## config.mk

```make
export PLATFORM = sky130hd
export DESIGN_NAME = iiitb_brg_prog
export DESIGN_NICKNAME = d
export VERILOG_FILES = /design/src/rtl/iiitb_brg_prog.sv
export SDC_FILE = /design/constraint.sdc
export NUM_CORES = 1
export LEC_CHECK = 0
export BUFFER_PORTS_ARGS = -buffer_cell sky130_fd_sc_hd__buf_2
export CORE_MARGIN = 1
export CORE_UTILIZATION = 35
export DETAILED_ROUTE_END_ITERATION = 10
export HOLD_SLACK_MARGIN = 0.02
export PLACE_DENSITY_LB_ADDON = 0.05
export SYNTH_ARGS = -nofsm -noshare
export SYNTH_HDL_FRONTEND = slang
export SYNTH_SLANG_ARGS = --single-unit
```

## constraint.sdc

```tcl
create_clock -name clk -period 4.2 [get_ports clk]
set_input_delay 0.63 -clock clk [delete_from_list [all_inputs] [get_ports clk]]
set_output_delay 0.63 -clock clk [all_outputs]
set_load 0.02 [all_outputs]
```

## src/rtl/iiitb_brg_prog.sv

```systemverilog
// Programmable baud-rate generator: preset or custom divisor, oversample tick,
// baud tick and 50% duty baud clock, divisor swaps only on baud boundaries.
module iiitb_brg_prog #(
    parameter int DIV_W = 16,
    parameter int OVS   = 16,
    parameter int DIV0  = 326,
    parameter int DIV1  = 163,
    parameter int DIV2  = 81,
    parameter int DIV3  = 27
) (
    input  logic             clk,
    input  logic             reset,
    input  logic             en,
    input  logic [1:0]       sel,
    input  logic             use_custom,
    input  logic             div_load,
    input  logic [DIV_W-1:0] div_in,
    output logic             tick_ovs,
    output logic             tick_baud,
    output logic             clkout,
    output logic [DIV_W-1:0] div_active,
    output logic             upd_pend
);

    localparam int OW = $clog2(OVS);
    localparam logic [OW-1:0] OMAX  = OW'(OVS - 1);
    localparam logic [OW-1:0] OHALF = OW'(OVS / 2 - 1);

    logic [DIV_W-1:0] custom;
    logic [DIV_W-1:0] preset;
    logic [DIV_W-1:0] req;
    logic [DIV_W-1:0] dlast;
    logic [DIV_W-1:0] pcnt;
    logic [OW-1:0]    ocnt;
    logic             pwrap;
    logic             owrap;

    always_comb begin
        preset = DIV_W'(DIV0);
        unique case (sel)
            2'b00: preset = DIV_W'(DIV0);
            2'b01: preset = DIV_W'(DIV1);
            2'b10: preset = DIV_W'(DIV2);
            2'b11: preset = DIV_W'(DIV3);
        endcase
    end

    // A zero divisor is treated as one so the prescaler never stalls.
    assign req   = use_custom ? custom : preset;
    assign dlast = (div_active == '0) ? '0 : div_active - DIV_W'(1);
    assign pwrap = (pcnt == dlast);
    assign owrap = (ocnt == OMAX);

    always_ff @(posedge clk or negedge reset) begin
        if (!reset) begin
            custom   <= DIV_W'(DIV0);
            upd_pend <= 1'b0;
        end else begin
            if (div_load)
                custom <= div_in;
            upd_pend <= (req != div_active);
        end
    end

    always_ff @(posedge clk or negedge reset) begin
        if (!reset) begin
            pcnt       <= '0;
            ocnt       <= '0;
            tick_ovs   <= 1'b0;
            tick_baud  <= 1'b0;
            clkout     <= 1'b0;
            div_active <= DIV_W'(DIV0);
        end else if (!en) begin
            pcnt       <= '0;
            ocnt       <= '0;
            tick_ovs   <= 1'b0;
            tick_baud  <= 1'b0;
            clkout     <= 1'b0;
            div_active <= req;
        end else begin
            tick_ovs  <= pwrap;
            tick_baud <= pwrap && owrap;
            if (pwrap) begin
                pcnt <= '0;
                ocnt <= owrap ? '0 : ocnt + OW'(1);
                if (ocnt == OHALF)
                    clkout <= 1'b1;
                // Boundary: close the period and pick up the requested divisor.
                if (owrap) begin
                    clkout     <= 1'b0;
                    div_active <= req;
                end
            end else begin
                pcnt <= pcnt + DIV_W'(1);
            end
        end
    end

endmodule

```

==> flow_summary.yaml <==
global_route:
  gr-usage-met2_pct: 27.7
  grt_pass1_wl_um: 14300
  grt_util_met1_pct: 22.4
  track_usage_pct: 16.6
  gr-usage-met3_pct: 2.33
  grt_max_degree: 37
  busiest_layer: "met2"
  grt-ovfl-total: 0
  grt_pass1_vias: 2765
  antenna_found_initial: 0
clock_network:
  cts-hold-fix-buffers: 0
  clockBufferDepth: 2
  cts_tree: "built"
  cts.htree.levels: 2
  path_clk_slew_ns: 0.11
  cts_resized: 0
  cts_inserted_buffers: 5
  cts.sinks: 56
  cts_setup_buffers: 0
  worstSkewPairLatency_ns: 0.32
  ctsRootBufferMaster: "clkbuf_8"
placed_design:
  port_buffers: 42
  dp_hpwl_um: 6520
  dp_slack_ns: 0.651
  place_inst: 536
  place.gp.congestion: 0.801
synthesis:
  yosysSeqAreaShare_pct: 39.0
  synthFlopType: "dfrtp_1"
  synth.distinct_cells: 67
  yosys_warnings: 0
  synth_top_family_by_area: "simple AND/OR/NAND/NOR gates"
  syn-cell-area_um2: 3620
  synthCells: 380
  synthAdderAreaFrac_pct: 1.38
  synth_compound_area_share_pct: 11.6
  async_reset_ff_share_pct: 100
  yosys.area_share.simple_pct: 21.5
  synth_mux_area_share_pct: 10.1
  ys_seq_elements: 56
  synth_fp_nets: 407
  synthXorXnorAreaFrac_pct: 10.8
  avgSynthCellArea_um2: 9.52
  synth_edf_count: 0
worst_setup_path:
  end_kind: "flip-flop"
  path_class: "reg -> reg"
  crit_chain: "inv_1, ha_1, or3b_1, nand4b_1, xnor2_1, o21a_1, o32ai_1, and4b_1, a31o_1, buf_4, mux2i_1"
  worstSetupStartpointType: "flip-flop"
  r2r-start: "div_active[0]$_DFFE_PN0P_"
  cp_top_family: "simple AND/OR/NAND/NOR gates"
  worst_path_max_delay_cell: "dfrtp_1"
  cpPeakStageDelay_ns: 0.55
  required_ns: 4.45
  worstPathArrival_ns: 3.82
  critical_path.startpoint: "div_active[0]$_DFFE_PN0P_"
  cp_num_buf_inv: 2
  path_max_fanout: 13
timing:
  setup_ws_ns: 0.635
  max_freq_mhz: 281
  setup_tns_ns: 0
  finalCriticalPeriod_ns: 3.56
  worstMarginPinSlew_ns: 0.675
  slew_headroom_pct: 54.7
  hold_viol_final: 0
  fin_worst_skew_ns: 0.0146
  period_share_pct: 84.9
  setup_viol: 0
  drv_slew: 0
  rsz0062_at_grt: "no"
layout:
  drive_gt1_share_pct: 20.9
  nets: 437
  diodes: 0
  nFillCells: 1072
  syn2layout_area_growth_pct: 11.1
  fin_cells: 544
min_path:
  min_path_type: "in -> async"
power:
  power.total_mw: 1.42
  p_per_area_nw_per_um2: 353
  ir_drop_uv: 141
  power_leakage_nw: 1.67
route:
  viasPerCell: 5.31
  wl_um: 8680
  ant_nets: 0
  drc: 0
  firstDrtPassIters: 4
  vias: 2887
  wl_per_cell_um: 16.0
  drt_iter0_markers: 91
run_status:
  outcome: "finished, final reports clean"
floorplanning:
  die_w_um: 104
  start_util_pct: 36.5
  core-area_um2: 9910
  die_y_um: 104
  io_pins: 43
  rows: 36
  die_area_um2: 10700
job:
  drv_cap: 0
-- synth_stat cells, types with 3 or more instances --
| cell | number | area [µm²] |
|---|---|---|
| a31oi_1 | 3 | 18.8 |
| mux2_2 | 15 | 169 |
| a22o_1 | 3 | 26.3 |
| nand2_1 | 25 | 93.8 |
| buf_2 | 4 | 20.0 |
| ha_1 | 4 | 50.1 |
| inv_1 | 19 | 71.3 |
| o21ai_0 | 15 | 75.1 |
| mux2_1 | 6 | 67.6 |
| a21oi_1 | 13 | 65.1 |
| nor4_1 | 7 | 43.8 |
| xnor2_1 | 26 | 228 |
| nor2_1 | 32 | 120 |
| dfstp_2 | 8 | 210 |
| a32oi_1 | 4 | 35.0 |
| nor4b_1 | 5 | 43.8 |
| clkbuf_1 | 13 | 48.8 |
| nor3_1 | 11 | 55.1 |
| a211oi_1 | 3 | 22.5 |
| nand3_1 | 20 | 100 |
| dfrtp_1 | 48 | 1200 |
| mux2i_1 | 13 | 130 |
| nand4_1 | 4 | 25.0 |
| and3_1 | 7 | 43.8 |
| xor2_1 | 16 | 140 |
| or3_1 | 3 | 18.8 |
| buf_6 | 3 | 33.8 |
-- final cells by class --
| type | instances | area [µm²] | share of cell area (%) |
|---|---|---|---|
| Clock buffer | 6 | 72.6 | 1.81 |
| Clock inverter | 2 | 60.1 | 1.49 |
| Inverter | 19 | 71.3 | 1.78 |
| Multi-Input combinational cell | 283 | 2000 | 49.9 |
| Sequential cell | 56 | 1410 | 35.1 |
| Tap cell | 133 | 166 | 4.14 |
| Timing Repair Buffer | 45 | 233 | 5.79 |
-- placed cells by master, fill, tap and decap left out, types with 3 or more instances in the layout --
master and n:
dfrtp_1 48, buf_2 42, nor2_1 32, xnor2_1 26, nand2_1 25, nand3_1 20
inv_1 19, xor2_1 16, o21ai_0 15, mux2_2 15, a21oi_1 13, mux2i_1 13
nor3_1 11, dfstp_2 8, nor4_1 7, and3_1 7, mux2_1 6, nor4b_1 5
clkbuf_8 5, nand4_1 4, a32oi_1 4, ha_1 4, or3_1 3, a211oi_1 3
a31oi_1 3, a22o_1 3, buf_4 3
-- cell families after synthesis --
logic type      count (synthesis)
compound gates                 62
xor+xnor                       43
fa+ha+maj                       4
buf+inv                        41
flops                          56
mux                            34
simple gates                  140
-- metrics by stage --
step                hold slack, ns  area [µm²]  util (%)
global route                 0.300        4020      40.5
CTS                          0.284        4020      40.5
detailed placement           0.503        3880      39.2
finish                       0.268        4020      40.5
floorplan                    0.334        3620         -
global placement             0.495        3880      39.2
-- report_power, final --
part / internal, mW / switching, mW
Combinational: 0.143 / 0.190
Sequential: 0.583 / 0.0753
Clock: 0.239 / 0.188
Total: 0.965 / 0.454
-- registers in the layout (all words and copies together), names as in the netlist --
register    count
div_active     16
upd_pend        1
tick_ovs        1
ocnt            4
custom         16
tick_baud       1
pcnt           16
clkout          1
-- per-layer routing --
metal / vias to the layer above / wire length (µm)
li1: 1419 / -
met1: 1408 / 4280
met2: 50 / 4030
met3: 10 / 237
met4: 0 / 126
met5: - / 0
-- path summary, 6_finish.rpt --
check | to | slack [ns] | cells past startpoint
min reg2reg | custom[1]$_DFFE_PN1P_ | 0.52 | 2
max reg2reg | div_active[8]$_DFFE_PN1P_ | 0.64 | 11
min in group clk | custom[0]$_DFFE_PN0P_ | 0.51 | 3
max | div_active[8]$_DFFE_PN1P_ | 0.64 | 11
min | div_active[10]$_DFFE_PN0P_ | 0.27 | 1
max in group asynchronous | div_active[2]$_DFFE_PN1P_ | 3.04 | 2
(Power assumes the default switching activity.)
